==> src/rtl/autoconfig_host.sv <==
// Zorro II AutoConfig initiator: walks the $E8xxxx config space and assigns bases.
// Optional ID capture (product/manufacturer) is built when AUTOCONFIG_HOST_IDCAP_EN is defined.
module autoconfig_host #(
  parameter int         MAX_BOARDS     = 8,
  parameter int         TIMEOUT_CYCLES = 64,
  parameter logic [7:0] FAST_BASE      = 8'h20,
  parameter logic [7:0] FAST_LIMIT     = 8'hA0,
  parameter logic [7:0] IO_BASE        = 8'hE9,
  parameter logic [7:0] IO_LIMIT       = 8'hEF
) (
  input  logic        MB_CLK,
  input  logic        RESET,
  input  logic        START,
  output logic [22:0] ADDRESS,
  input  logic [15:0] DATA_IN,
  output logic [15:0] DATA_OUT,
  output logic        DATA_OE,
  output logic        AS,
  output logic        UDS,
  output logic        LDS,
  output logic        RW,
  input  logic        DTACK,
  output logic        BUSY,
  output logic        DONE,
  output logic        ERROR,
  output logic [3:0]  BOARD_COUNT,
  output logic [7:0]  LAST_BASE
`ifdef AUTOCONFIG_HOST_IDCAP_EN
  ,
  output logic [15:0] MFG_ID,
  output logic [7:0]  PRODUCT_ID
`endif
);

  localparam logic [3:0] S_IDLE    = 4'd0;
  localparam logic [3:0] S_TYPE_HI = 4'd1;
  localparam logic [3:0] S_TYPE_LO = 4'd2;
`ifdef AUTOCONFIG_HOST_IDCAP_EN
  localparam logic [3:0] S_ID      = 4'd3;
`endif
  localparam logic [3:0] S_ALLOC   = 4'd4;
  localparam logic [3:0] S_WR_LO   = 4'd5;
  localparam logic [3:0] S_WR_HI   = 4'd6;
  localparam logic [3:0] S_SHUTUP  = 4'd7;
  localparam logic [3:0] S_NEXT    = 4'd8;

  localparam logic [2:0] B_LOAD = 3'd0;
  localparam logic [2:0] B_ADDR = 3'd1;
  localparam logic [2:0] B_STRB = 3'd2;
  localparam logic [2:0] B_END  = 3'd3;
  localparam logic [2:0] B_REL  = 3'd4;

  localparam int TO_W = $clog2(TIMEOUT_CYCLES + 1);

  logic [3:0]      st;
  logic [2:0]      bst;
  logic [TO_W-1:0] to_cnt;
  logic            dtack_p0, dtack_p1;
  logic            dtack_s;
  logic [7:0]      fast_ptr, io_ptr;
  logic [3:0]      nib_q, typ_hi_q, typ_lo_q;
  logic [7:0]      base_q;
`ifdef AUTOCONFIG_HOST_IDCAP_EN
  logic [2:0]      id_idx;
`endif

  logic [7:0]      ld_off;
  logic            ld_wr;
  logic [3:0]      ld_nib;
  logic [2:0]      size_code;
  logic [8:0]      alloc_size, alloc_base, alloc_end;
  logic            in_fast, fits;
  logic [7:0]      pool_ptr, pool_base, pool_lim;
  logic            cyc_done;

  function automatic logic [7:0] reg_offset(input logic [3:0] s);
    logic [7:0] off;
    off = 8'h00;
    case (s)
      S_TYPE_LO: off = 8'h02;
      S_WR_LO:   off = 8'h4A;
      S_WR_HI:   off = 8'h48;
      S_SHUTUP:  off = 8'h4C;
      default:   off = 8'h00;
    endcase
    return off;
  endfunction

`ifdef AUTOCONFIG_HOST_IDCAP_EN
  function automatic logic [7:0] id_offset(input logic [2:0] idx);
    logic [7:0] off;
    case (idx)
      3'd0:    off = 8'h04;
      3'd1:    off = 8'h06;
      3'd2:    off = 8'h10;
      3'd3:    off = 8'h12;
      3'd4:    off = 8'h14;
      default: off = 8'h16;
    endcase
    return off;
  endfunction
`endif

  function automatic logic [8:0] align_up(input logic [8:0] off, input logic [8:0] size);
    return (off + size - 9'd1) & ~(size - 9'd1);
  endfunction

  assign LDS     = 1'b1;
  assign dtack_s = dtack_p1;
  assign cyc_done = (bst == B_REL) && dtack_s;

  // DTACK synchroniser, two stages
  always_ff @(posedge MB_CLK or posedge RESET) begin
    if (RESET) begin
      dtack_p0 <= 1'b1;
      dtack_p1 <= 1'b1;
    end else begin
      dtack_p0 <= DTACK;
      dtack_p1 <= dtack_p0;
    end
  end

  always_comb begin
`ifdef AUTOCONFIG_HOST_IDCAP_EN
    ld_off = (st == S_ID) ? id_offset(id_idx) : reg_offset(st);
`else
    ld_off = reg_offset(st);
`endif
    ld_wr  = (st == S_WR_LO) || (st == S_WR_HI) || (st == S_SHUTUP);
    ld_nib = (st == S_WR_LO) ? base_q[3:0] : (st == S_WR_HI) ? base_q[7:4] : 4'h0;
  end

  // Alignment is measured from the pool start, so a 4MB board may sit at $20.
  always_comb begin
    size_code  = typ_lo_q[2:0];
    alloc_size = (size_code == 3'd0) ? 9'd0 : (9'd1 << (size_code - 3'd1));
    in_fast    = typ_hi_q[1];
    pool_ptr   = in_fast ? fast_ptr   : io_ptr;
    pool_base  = in_fast ? FAST_BASE  : IO_BASE;
    pool_lim   = in_fast ? FAST_LIMIT : IO_LIMIT;
    alloc_base = align_up({1'b0, pool_ptr} - {1'b0, pool_base}, alloc_size) + {1'b0, pool_base};
    alloc_end  = alloc_base + alloc_size;
    fits       = (size_code != 3'd0) && (alloc_end <= {1'b0, pool_lim});
  end

  always_ff @(posedge MB_CLK) begin
    if ((bst == B_STRB) && !dtack_s) nib_q <= DATA_IN[15:12];
    if (cyc_done && (st == S_TYPE_HI)) typ_hi_q <= nib_q;
    if (cyc_done && (st == S_TYPE_LO)) typ_lo_q <= nib_q;
    if ((st == S_ALLOC) && fits) base_q <= alloc_base[7:0];
  end

  always_ff @(posedge MB_CLK or posedge RESET) begin
    if (RESET) begin
      st          <= S_IDLE;
      bst         <= B_LOAD;
      to_cnt      <= '0;
      ADDRESS     <= '0;
      DATA_OUT    <= '0;
      DATA_OE     <= 1'b0;
      AS          <= 1'b1;
      UDS         <= 1'b1;
      RW          <= 1'b1;
      BUSY        <= 1'b0;
      DONE        <= 1'b0;
      ERROR       <= 1'b0;
      BOARD_COUNT <= '0;
      LAST_BASE   <= '0;
      fast_ptr    <= '0;
      io_ptr      <= '0;
`ifdef AUTOCONFIG_HOST_IDCAP_EN
      id_idx      <= '0;
      MFG_ID      <= '0;
      PRODUCT_ID  <= '0;
`endif
    end else begin
      case (st)
        S_IDLE: begin
          if (START) begin
            BUSY        <= 1'b1;
            DONE        <= 1'b0;
            ERROR       <= 1'b0;
            BOARD_COUNT <= '0;
            LAST_BASE   <= '0;
            fast_ptr    <= FAST_BASE;
            io_ptr      <= IO_BASE;
            st          <= S_TYPE_HI;
            bst         <= B_LOAD;
          end
        end
        S_ALLOC: begin
          if (fits) begin
            if (in_fast) fast_ptr <= alloc_end[7:0];
            else         io_ptr   <= alloc_end[7:0];
            st <= S_WR_LO;
          end else begin
            st <= S_SHUTUP;
          end
          bst <= B_LOAD;
        end
        S_NEXT: begin
          if (BOARD_COUNT == 4'(MAX_BOARDS)) begin
            st   <= S_IDLE;
            BUSY <= 1'b0;
            DONE <= 1'b1;
          end else begin
            st  <= S_TYPE_HI;
            bst <= B_LOAD;
          end
        end
        default: begin
          case (bst)
            B_LOAD: begin
              ADDRESS  <= {8'hE8, 8'h00, ld_off[7:1]};
              RW       <= ~ld_wr;
              DATA_OE  <= ld_wr;
              DATA_OUT <= {ld_nib, 12'h000};
              bst      <= B_ADDR;
            end
            B_ADDR: begin
              AS     <= 1'b0;
              UDS    <= 1'b0;
              to_cnt <= '0;
              bst    <= B_STRB;
            end
            B_STRB: begin
              if (!dtack_s) begin
                AS      <= 1'b1;
                UDS     <= 1'b1;
                DATA_OE <= 1'b0;
                bst     <= B_END;
              end else if (to_cnt == TO_W'(TIMEOUT_CYCLES - 1)) begin
                // No answer on $00 just means the bus is empty.
                AS      <= 1'b1;
                UDS     <= 1'b1;
                DATA_OE <= 1'b0;
                st      <= S_IDLE;
                bst     <= B_LOAD;
                BUSY    <= 1'b0;
                DONE    <= 1'b1;
                ERROR   <= (st != S_TYPE_HI);
              end else begin
                to_cnt <= to_cnt + 1'b1;
              end
            end
            B_END: bst <= B_REL;
            default: begin
              if (dtack_s) begin
                bst <= B_LOAD;
                case (st)
                  S_TYPE_HI: st <= S_TYPE_LO;
                  S_TYPE_LO: begin
                    if (typ_hi_q[3:2] != 2'b11) begin
                      st   <= S_IDLE;
                      BUSY <= 1'b0;
                      DONE <= 1'b1;
                    end else begin
`ifdef AUTOCONFIG_HOST_IDCAP_EN
                      id_idx <= '0;
                      st     <= S_ID;
`else
                      st     <= S_ALLOC;
`endif
                    end
                  end
`ifdef AUTOCONFIG_HOST_IDCAP_EN
                  S_ID: begin
                    if (id_idx < 3'd2) PRODUCT_ID <= {PRODUCT_ID[3:0], ~nib_q};
                    else               MFG_ID     <= {MFG_ID[11:0], ~nib_q};
                    if (id_idx == 3'd5) st <= S_ALLOC;
                    else                id_idx <= id_idx + 3'd1;
                  end
`endif
                  S_WR_LO: st <= S_WR_HI;
                  S_WR_HI: begin
                    BOARD_COUNT <= BOARD_COUNT + 4'd1;
                    LAST_BASE   <= base_q;
                    st          <= S_NEXT;
                  end
                  S_SHUTUP: begin
                    BOARD_COUNT <= BOARD_COUNT + 4'd1;
                    LAST_BASE   <= 8'h00;
                    st          <= S_NEXT;
                  end
                  default: st <= S_IDLE;
                endcase
              end
            end
          endcase
        end
      endcase
    end
  end

  logic unused_bits;
  assign unused_bits = ^{DATA_IN[11:0], ld_off[0], typ_hi_q[0], typ_lo_q[3], alloc_base[8]};

endmodule

==> config.mk <==
export PLATFORM = sky130hd
export DESIGN_NAME = autoconfig_host
export DESIGN_NICKNAME = d
export VERILOG_FILES = /design/src/rtl/autoconfig_host.sv
export SDC_FILE = /design/constraint.sdc
export NUM_CORES = 1
export LEC_CHECK = 0
export BUFFER_PORTS_ARGS = -buffer_cell sky130_fd_sc_hd__buf_2
export CORE_MARGIN = 4
export CORE_UTILIZATION = 58
export CTS_BUF_LIST = sky130_fd_sc_hd__clkbuf_8 sky130_fd_sc_hd__clkbuf_16
export CTS_CLUSTER_DIAMETER = 50
export DETAILED_ROUTE_END_ITERATION = 10
export GPL_TIMING_DRIVEN = 0
export PLACE_DENSITY = 0.81
export SYNTH_ARGS = -nofsm -noshare
export SYNTH_HDL_FRONTEND = slang
export SYNTH_SLANG_ARGS = --single-unit
==> constraint.sdc <==
create_clock -name MB_CLK -period 7.58 [get_ports MB_CLK]
set_input_delay 0.379 -clock MB_CLK [delete_from_list [all_inputs] [get_ports MB_CLK]]
set_output_delay 0.379 -clock MB_CLK [all_outputs]
set_load 0.02 [all_outputs]
==> impl_results.md, run 1 <==
* Status: complete, no violations
* Via count at 3,982
* CTS Sinks at 76
* Reg2Reg Depth at 24
* WP depth at 24
* Final nets at about 660
* Reg-to-reg critical path endpoint: base_q[4]
* TritonCTS Buffers at 9
* # port buffers at 38
* WS Path Type: flop to flop
* Post-synth EDFFs at 18
* P per Cell Area at approximately 420 nW/um2
* Core area at roughly 8300 um2
* Largest net degree at the start of global routing at 32
* Post-route setup TNS at 0 ps
* Multi-input gate area in the final layout at around 2600 um2
* Global route overflow at 0
* Unrepaired setup endpoints after global routing: false
* Fmax at 139 MHz
* Crit-path max FO at 10
* Clock skew at 16.8 ps
* Syn_area_per_cell at roughly 9.5 um2
* Gpl congestion at about 0.9
* Most frequent cells in the layout: dfrtp_1 (54), nand2_1 (46), inv_1 (44)
* Starting utilization of the core area at 0.604
* Finished Layout Cells at between 700 and 800
* Worst path cell trace: buf_1 -> mux2i_1 -> ha_1 -> inv_1 -> ha_1 -> fa_1 -> xor2_1 -> and3_1 -> ha_1 -> a41o_1 -> xor2_1 -> ha_1 -> a21o_1 -> a31o_2 -> a21oi_1 -> xnor2_1 -> ha_1 -> nand4b_1 -> nor3_1 -> nor4_1 -> o41ai_4 -> inv_2 -> and2_4 -> nor2b_1
* Fraction of layout cells with a size suffix above 1 at 0.187
* Worst Tran Pin Value at ~760 ps
* Ys async rst share at 0.763
* #FFs+latches synth at 76
* Crit. End Element: flop
* Std-Cell Rows at 33
* CTS H-Tree Depth at 3
* Critical Path AT at slightly above 7000 ps
* CTS tree: yes
* Final setup fails at 0
* Post-CTS setup buffer count at 0
* Tcrit/Tclk final at 0.951
* Die width at a little over 100 um
* Clk slew on worst S/H paths at around 90 ps
* R2R Path Start: typ_hi_q[1]
* Post-CTS sizing at 0
* Top_reg_cell synth: dfrtp_1
* Storage cell area at about 2000 um2
* Hold Path Class: input port to async pin
* Filler cell count at 627
* CP Data Required Time at 7560 ps
* First-pass GRT wire length at approximately 18 mm
* DRT Wirelength at approximately 11 mm
* Area Growth Syn to Fin at 13.6%
* Flop-to-flop setup slack at about 370 ps
* Worst Setup Start Kind: flop
* Commonest non-fill, non-tap cell in the layout: dfrtp_1
* Max Slew Vio Count at 0
* CP delay by family, top: adder cells
* Max Cap Viol at 0
* Last element of the critical path: base_q[4]
* Fin. Hold Viols at 0
* VDD IR max at 0.255 mV
* CP startpoint: typ_hi_q[1]
* Initial antenna violation count at 0
* Max-slew headroom at 0.490
* Drc violations at 0
* Hpwl dp at roughly 8.4 mm
* Cells after DPL at roughly 700
* Clk buf depth at 2
* Overall routing resource usage at 0.219
* Iter 0 DRT Violations at about 300
* Final ANT Viol Nets at 0
* Clk_lat worst skew at around 360 ps
* Post-route minimum period at 7210 ps
* Yosys warns at 0
* Number of global-route vias before repair at 3,759
* Drt wl/cell at 15.2 um
* Router iterations before antenna repair at 5
* Seq/Total Area, Yosys at 0.398
* Syn Std Cell Area at 5020 um2
* CP max stage delay at about 600 ps
* Diodes inserted at 0
* CP max-delay cell: nor2b_1
* Leakage at ~2.8 nW
* Post-cts hold buffer count at 0
* Crit path top cell by count: ha_1
* Synth Instances at roughly 530
* Total die area at just over 10,000 um2
* Die H at a little over 100 um
* WP buf/inv at 3
* Top Ports at between 70 and 80
* CTS root buf: clkbuf_8
* Via density at between 5 and 6
* Yosys cell types at roughly 70
## worst register-to-register path, stage by stage (launching register included)
cell	delay, ps
edfxtp_1	570
buf_1	520
mux2i_1	210
ha_1	330
inv_1	50
ha_1	220
fa_1	410
xor2_1	180
and3_1	170
ha_1	320
a41o_1	290
xor2_1	250
ha_1	350
a21o_1	220
a31o_2	210
a21oi_1	220
xnor2_1	300
ha_1	370
nand4b_1	120
nor3_1	80
nor4_1	440
o41ai_4	170
inv_2	100
and2_4	150
nor2b_1	600
## layer usage
layer	up-vias	track usage	wire length, um
met4	0	0.0746	206
met3	17	0.0401	750
met1	1887	0.289	4740
met2	140	0.365	5170
li1	1938	-	-
met5	-	0	0
## per-stage QoR
step	total power, W	area (um2)	util	hold WS [ps]	setup WS [ps]
after CTS	0.00238	5700	0.686	97.1	471
after detailed placement	0.00201	5460	0.658	347	500
after global placement	0.00195	5440	0.656	346	665
final	0.00239	5700	0.686	88.8	374
after global routing	0.00257	5700	0.686	100	1.68
after floorplan	0.00168	5120	-	345	1400
## Yosys cell counts (3+ instances only)
master | count | area share
or3_1 | 4 | 0.0050
dfrtp_1 | 54 | 0.27
xor2_1 | 14 | 0.024
nor3b_1 | 4 | 0.0060
buf_2 | 3 | 0.0030
clkbuf_1 | 11 | 0.0082
a21oi_1 | 25 | 0.025
nand2_1 | 46 | 0.034
inv_1 | 42 | 0.031
o32a_1 | 5 | 0.010
buf_4 | 33 | 0.049
nand3b_1 | 3 | 0.0045
o31ai_1 | 5 | 0.0075
or2_2 | 3 | 0.0037
o22ai_1 | 6 | 0.0075
ha_1 | 32 | 0.080
dfstp_2 | 4 | 0.021
a21o_1 | 4 | 0.0060
nor2b_1 | 5 | 0.0062
nor3_1 | 9 | 0.0090
nand3_1 | 19 | 0.019
and3_1 | 4 | 0.0050
a31oi_1 | 4 | 0.0050
nand2b_1 | 6 | 0.0075
mux2i_1 | 15 | 0.030
and2_1 | 3 | 0.0037
fa_1 | 6 | 0.024
mux2_2 | 3 | 0.0067
a211oi_1 | 4 | 0.0060
edfxtp_1 | 18 | 0.11
nand4_1 | 3 | 0.0037
a22oi_1 | 4 | 0.0060
o21ai_0 | 26 | 0.026
nor2_1 | 42 | 0.031
xnor2_1 | 9 | 0.016
o21a_1 | 9 | 0.013
## registers in the layout, summed over array words and instances, names as in the netlist, 3 cells and up
register / count
ADDRESS: 4
LAST_BASE: 8
typ_lo_q: 3
typ_hi_q: 3
to_cnt: 7
base_q: 8
bst: 3
BOARD_COUNT: 4
fast_ptr: 8
st: 4
io_ptr: 8
DATA_OUT: 4
nib_q: 4
## cells by family (layout without fill, tap and decap cells)
| group | Yosys count | count (layout) | synth area share |
|---|---|---|---|
| xor+xnor | 24 | 24 | 0.0447 |
| mux | 19 | 19 | 0.0394 |
| other cells | 2 | 30 | 0.00150 |
| compound gates | 110 | 110 | 0.150 |
| simple gates | 165 | 165 | 0.166 |
| fa+ha+maj | 38 | 38 | 0.104 |
| flops | 76 | 76 | 0.398 |
| buf+inv | 93 | 148 | 0.0965 |
## power by group
group | internal (W) | switching [W] | total [W]
Clock | 0.000216 | 0.000147 | 0.000363
Sequential | 0.000559 | 0.0000661 | 0.000625
Combinational | 0.000544 | 0.000862 | 0.00141
Total | 0.00132 | 0.00108 | 0.00239
## cell type report
| type | count | area share |
|---|---|---|
| inverters | 44 | 0.0290 |
| clock buffers | 9 | 0.0217 |
| flip-flops and latches | 76 | 0.351 |
| well taps | 105 | 0.0231 |
| plain buffers | 49 | 0.0560 |
| clock inverters | 7 | 0.0193 |
| multi-input cells | 386 | 0.463 |
| repair buffers | 39 | 0.0369 |
## worst min-delay path by stage
stage | startpoint | endpoint | slack [ps] | depth (start not counted)
3_5_place_dp | dtack_p0 | dtack_p1 | 350 | 0
2_1_floorplan | dtack_p0 | dtack_p1 | 350 | 0
4_1_cts | RESET | bst[2] | 100 | 2
5_1_grt | DTACK | dtack_p0 | 100 | 1
6_report | RESET | ADDRESS[5] | 90 | 2
3_3_place_gp | dtack_p0 | dtack_p1 | 350 | 0
Note: power is estimated with default switching activity, not from simulation.
==> inputs of run 2 (changes only) <==
--- a/config.mk
+++ b/config.mk
@@ -7,12 +7,12 @@
 export LEC_CHECK = 0
 export BUFFER_PORTS_ARGS = -buffer_cell sky130_fd_sc_hd__buf_2
 export CORE_MARGIN = 4
-export CORE_UTILIZATION = 58
+export CORE_UTILIZATION = 52
 export CTS_BUF_LIST = sky130_fd_sc_hd__clkbuf_8 sky130_fd_sc_hd__clkbuf_16
 export CTS_CLUSTER_DIAMETER = 50
 export DETAILED_ROUTE_END_ITERATION = 10
 export GPL_TIMING_DRIVEN = 0
-export PLACE_DENSITY = 0.81
+export PLACE_DENSITY = 0.77
 export SYNTH_ARGS = -nofsm -noshare
 export SYNTH_HDL_FRONTEND = slang
 export SYNTH_SLANG_ARGS = --single-unit
==> constraint.sdc (replaced) <==
create_clock -name MB_CLK -period 6.3 [get_ports MB_CLK]
set_input_delay 0.315 -clock MB_CLK [delete_from_list [all_inputs] [get_ports MB_CLK]]
set_output_delay 0.315 -clock MB_CLK [all_outputs]
set_load 0.02 [all_outputs]
==> run 2 against run 1 <==
Net effect: utilization down 5.2 points; clock power down 11%; first-iteration DRC count fell by 12%; largest cell class unchanged.
==> impl_results.md, run 2 (same netlist as run 1, synthesis figures left out) <==
* Status: complete, no violations
* Max Slew Vio Count at 0
* Clk_lat worst skew at 350 ps
* TritonCTS Buffers at 9
* Tcrit/Tclk final at 0.977
* P per Cell Area at between 400 and 500 nW/um2
* CTS tree: yes
* Flop-to-flop setup slack at between 100 and 150 ps
* Drc violations at 0
* Final Core Density at 0.634
* Overall routing resource usage at 0.199
* Hold Path Class: input port to flop
* Largest net degree at the start of global routing at 37
* Most frequent cells in the layout: dfrtp_1 (54), nand2_1 (46), buf_4 (46)
* Filler cell count at 805
* CP delay by family, top: compound AO/OA/AOI/OAI gates
* WP buf/inv at 3
* Total die area at between 10,000 and 15,000 um2
* Via count at just over 4,000
* Final ANT Viol Nets at 0
* Critical Path AT at between 6000 and 7000 ps
* Top Ports at a little under 80
* Worst Setup Start Kind: flop
* Clk buf depth at 2
* Drt wl/cell at 14.6 um
* Crit-path max FO at 10
* Worst Tran Pin Value at slightly below 900 ps
* Max-slew headroom at 0.412
* First-pass GRT wire length at about 18 mm
* Final nets at slightly below 700
* Leakage at ~2.8 nW
* Number of global-route vias before repair at 3,819
* Area Growth Syn to Fin at 17.9%
* Finished Layout Cells at 752
* Worst path cell trace: buf_4 -> or3_4 -> fa_1 -> inv_1 -> ha_1 -> xor2_1 -> and3_1 -> ha_4 -> a41o_1 -> xor2_2 -> ha_4 -> a21o_1 -> a31o_2 -> a21oi_4 -> xnor2_4 -> ha_1 -> nand4b_1 -> nor3_2 -> o311a_1 -> o41ai_4 -> inv_2 -> and2_4 -> nor2b_4
* WS Path Type: flop to flop
* Core area at slightly above 9000 um2
* Max Cap Viol at 0
* Die H at roughly 110 um
* Gpl congestion at a little under 0.9
* CP max-delay cell: fa_1
* Initial antenna violation count at 0
* Fin. Hold Viols at 0
* CP Data Required Time at about 6400 ps
* Clock skew at ~12 ps
* CP max stage delay at between 500 and 600 ps
* DRT Wirelength at ~11 mm
* Iter 0 DRT Violations at between 200 and 300
* Via density at 5.38
* Cells after DPL at 723
* Fraction of layout cells with a size suffix above 1 at 0.228
* Hold depth at 1
* Crit. End Element: flop
* Diodes inserted at 0
* Router iterations before antenna repair at 5
* Hpwl dp at ~8.5 mm
* CTS Sinks at between 70 and 80
* # port buffers at 38
* Post-route minimum period at roughly 6000 ps
* WP depth at 23
* Total power at between 0.002 and 0.003 W
* Die width at approximately 110 um
* CTS root buf: clkbuf_8
* Commonest non-fill, non-tap cell in the layout: dfrtp_1
* Final setup fails at 0
* Reg2Reg Depth at 23
* Global route overflow at 0
* VDD IR max at ~0.24 mV
* Post-route setup TNS at 0 ps
* Starting utilization of the core area at 0.538
* CTS H-Tree Depth at 3
* Hold_ws at ~60 ps
* Fmax at 162 MHz
* Clk slew on worst S/H paths at around 80 ps
* Std-Cell Rows at 35
[run 2: cell count changes in the layout (fill, tap and decap cells not counted), moves of 2 or more]
cell        before  now
bufinv_16        3    0
xnor2_1          9    7
nor3_2           0    2
inv_1           44   41
buf_4           33   46
nor4_1           2    0
clkinvlp_4       0    3
ha_4             0    2
nor3_1           9    7
clkinv_1         0    2
ha_1            32   30
[run 2: cell type report]
cell class	count	area, um2	area share
Clock buffer	9	124	0.0209
Buffer	49	325	0.0550
Timing Repair Buffer	52	310	0.0525
Inverter	44	169	0.0286
Tap cell	129	161	0.0273
Sequential cell	76	2000	0.338
Multi-Input combinational cell	386	2780	0.471
Clock inverter	7	43.8	0.00741
[run 2: power by group]
part / switching (W) / internal (W)
sequential: 0.0000798 / 0.000671
combinational: 0.00109 / 0.000735
clock: 0.000184 / 0.000141
total: 0.00136 / 0.00155
[run 2: through the flow]
stage               cell area (um2)  worst slack, ps
floorplan                      5120              120
global placement               5470             -644
detailed placement             5490             -725
CTS                            5740             56.1
global route                   5910            -79.8
finish                         5910              143
[run 2: path summary, 6_finish.rpt]
kind	startpoint	to
min reg2reg	dtack_p0	dtack_p1
min	DTACK	dtack_p0
min in group asynchronous	RESET	ADDRESS[5]
max	typ_lo_q[1]	base_q[1]
max reg2reg	typ_lo_q[1]	base_q[1]
max in group asynchronous	RESET	dtack_p0
[run 2: metal layers]
metal  track usage  share of wire
met1         0.262           0.43
met2         0.338           0.50
met3        0.0419          0.054
met4        0.0463          0.011
met5             0              0
[run 2: what timing repair did]
action,in CTS,in global routing
buffers inserted,2,10
pin swaps,3,6
endpoints found under the setup margin,25,24
endpoints found under the hold margin,19,0
resized for setup,10,18
hold buffers,1,0
[run 2: worst reg2reg max path, stage by stage (launching register included)]
cell and delay (ps):
edfxtp_1 430, buf_4 190, or3_4 410, fa_1 510, inv_1 40, ha_1 340, xor2_1 170, and3_1 200
ha_4 280, a41o_1 240, xor2_2 250, ha_4 260, a21o_1 190, a31o_2 240, a21oi_4 190, xnor2_4 170
ha_1 290, nand4b_1 130, nor3_2 70, o311a_1 380, o41ai_4 460, inv_2 90, and2_4 180, nor2b_4 160
==> inputs of run 3 (changes only) <==
--- a/config.mk
+++ b/config.mk
@@ -7,12 +7,13 @@
 export LEC_CHECK = 0
 export BUFFER_PORTS_ARGS = -buffer_cell sky130_fd_sc_hd__buf_2
 export CORE_MARGIN = 4
-export CORE_UTILIZATION = 52
+export CORE_UTILIZATION = 58
 export CTS_BUF_LIST = sky130_fd_sc_hd__clkbuf_8 sky130_fd_sc_hd__clkbuf_16
 export CTS_CLUSTER_DIAMETER = 50
 export DETAILED_ROUTE_END_ITERATION = 10
 export GPL_TIMING_DRIVEN = 0
-export PLACE_DENSITY = 0.77
+export PLACE_DENSITY = 0.81
 export SYNTH_ARGS = -nofsm -noshare
 export SYNTH_HDL_FRONTEND = slang
 export SYNTH_SLANG_ARGS = --single-unit
+export TNS_END_PERCENT = 100
==> constraint.sdc (replaced) <==
create_clock -name MB_CLK -period 6.9 [get_ports MB_CLK]
set_input_delay 0.345 -clock MB_CLK [delete_from_list [all_inputs] [get_ports MB_CLK]]
set_output_delay 0.345 -clock MB_CLK [all_outputs]
set_load 0.02 [all_outputs]
==> run 3 against run 2 <==
Net effect: critical path depth increased by 2; die area down 9.6%; final cell count is 4.9% lower; first-iteration DRC count is 3.1% higher; register-to-register slack better by 160 ps; utilization increased by 5.7 points; hold slack worse by 9.7 ps; critical endpoint is now base_q[4].
==> impl_results.md, run 3 (same netlist as run 1, synthesis figures left out) <==
* Global route overflow at 0
* Critical Path AT at around 6700 ps
* Final setup fails at 0
* R2R Path Start: typ_lo_q[1]
* Net Switching at ~0.0012 W
* Drc violations at 0
* Final Core Density at 0.691
* Die H at a little over 100 um
* Post-route setup TNS at 0 ps
* Reg-to-reg critical path endpoint: base_q[4]
* CTS tree: yes
* CP Data Required Time at approximately 7000 ps
* Flop-to-flop setup slack at 300 ps
* Crit path top cell by count: ha_1
* Overall routing resource usage at 0.220
* Hpwl dp at approximately 8.4 mm
* Commonest non-fill, non-tap cell in the layout: dfrtp_1
* Clock share of power at 0.150
* CP max-delay cell: edfxtp_1
* Area Growth Syn to Fin at 14.3%
* Worst Setup Start Kind: flop
* Total die area at between 10,000 and 15,000 um2
* Most frequent cells in the layout: dfrtp_1 (54), nand2_1 (46), inv_1 (44)
* Gpl congestion at around 0.88
* Fin. Hold Viols at 0
* Clock skew at between 20 and 25 ps
* Std-Cell Rows at 33
* # port buffers at 38
* CTS Sinks at 76
* Crit. End Element: flop
* Tcrit/Tclk final at 0.957
* Starting utilization of the core area at 0.604
* Via count at 3,945
* WS Path Type: flop to flop
* Max Slew Vio Count at 0
* DRT Wirelength at roughly 11 mm
* Cells after DPL at around 700
* Initial antenna violation count at 0
* Post-route minimum period at around 6600 ps
* Router iterations before antenna repair at 5
* Hold Path Class: input port to async pin
* Clk slew on worst S/H paths at about 90 ps
* Clk_lat worst skew at roughly 360 ps
* Filler cell count at approximately 620
* Post-CTS setup buffer count at 0
* Register share of total power at 0.257
* Worst Tran Pin Value at around 790 ps
* Iter 0 DRT Violations at 270
* Post-CTS sizing at 1
* CTS root buf: clkbuf_8
* Final nets at ~660
* CTS H-Tree Depth at 3
* Final ANT Viol Nets at 0
* Storage cell area at ~2000 um2
* Core area at just over 8000 um2
* VDD IR max at ~0.29 mV
* Multi-input gate area in the final layout at ~2700 um2
* Largest net degree at the start of global routing at 32
* Total power at between 0.002 and 0.003 W
* Max Cap Viol at 0
* Reg2Reg Depth at 25
* Crit-path max FO at 10
* Clk buf depth at 2
* Diodes inserted at 0
* First-pass GRT wire length at 17.7 mm
* Drt wl/cell at roughly 15 um
* Post-cts hold buffer count at 0
* Max-slew headroom at 0.469
* Fmax at about 150 MHz
* Switching Fraction at 0.449
* Fraction of layout cells with a size suffix above 1 at 0.197
* Logic pwr share at 0.593
* Status: complete, no violations
* Die width at just over 100 um
* Leakage at around 2.8 nW
* Pint at about 0.0015 W
* Via density at 5.52
* Number of global-route vias before repair at about 3,800
* WP buf/inv at 4
* TritonCTS Buffers at 9
* P per Cell Area at approximately 460 nW/um2
* Hold_ws at 48.9 ps
* CP max stage delay at roughly 450 ps
* Top Ports at between 70 and 80
* CP delay by family, top: adder cells
* Finished Layout Cells at just over 700
## run 3: metrics by stage
step	cell area [um2]	setup WS [ps]
final	5730	298
after global routing	5730	-8.26
after CTS	5700	6.38
after detailed placement	5460	-180
after global placement	5440	-14.7
after floorplan	5120	720
## run 3: worst max-delay path by stage
stage	startpoint	endpoint	depth (start not counted)
4_1_cts	typ_lo_q[1]	base_q[4]	25
3_3_place_gp	typ_hi_q[1]	base_q[7]	24
2_1_floorplan	typ_lo_q[1]	base_q[0]	25
6_report	typ_lo_q[1]	base_q[4]	25
3_5_place_dp	typ_lo_q[1]	base_q[5]	25
5_1_grt	typ_lo_q[1]	fast_ptr[4]	25
## run 3: metal layers
layer | routed length (um) | GRT usage | vias to the layer above
li1 | - | - | 1938
met1 | 4770 | 0.290 | 1863
met2 | 5230 | 0.365 | 126
met3 | 680 | 0.0401 | 18
met4 | 205 | 0.0746 | 0
met5 | 0 | 0 | -
## run 3: final cells by class
type | count | area share
multi-input combinational | 386 | 0.467
tap | 105 | 0.0229
clock buffer | 9 | 0.0216
sequential | 76 | 0.348
clock inverter | 7 | 0.0192
timing repair buffer | 39 | 0.0367
buffer | 49 | 0.0559
inverter | 44 | 0.0288
## run 3: worst register-to-register path, cell delays in order, from the launching register on
cell and delay [ps]:
edfxtp_1 450, buf_2 230, nor3b_4 300, inv_1 100
ha_1 300, inv_1 50, ha_1 220, fa_1 410
xor2_1 180, and3_1 170, ha_1 320, a41o_1 290
xor2_1 260, ha_1 350, a21o_1 220, a31o_2 210
a21oi_1 270, xnor2_2 220, ha_1 330, nand4b_1 140
nor3_2 60, o311a_1 380, o41ai_4 440, inv_2 100
and2_4 180, nor2b_4 160
## run 3: power groups by stage
| stage | Sequential (W) | Combinational (W) | Clock [W] |
|---|---|---|---|
| global route | 0.000699 | 0.00174 | 0.000422 |
| CTS | 0.000685 | 0.00153 | 0.000401 |
| finish | 0.000686 | 0.00158 | 0.000399 |
| floorplan | 0.000747 | 0.00109 | 0 |
| detailed placement | 0.000693 | 0.00152 | 0 |
| global placement | 0.000686 | 0.00146 | 0 |
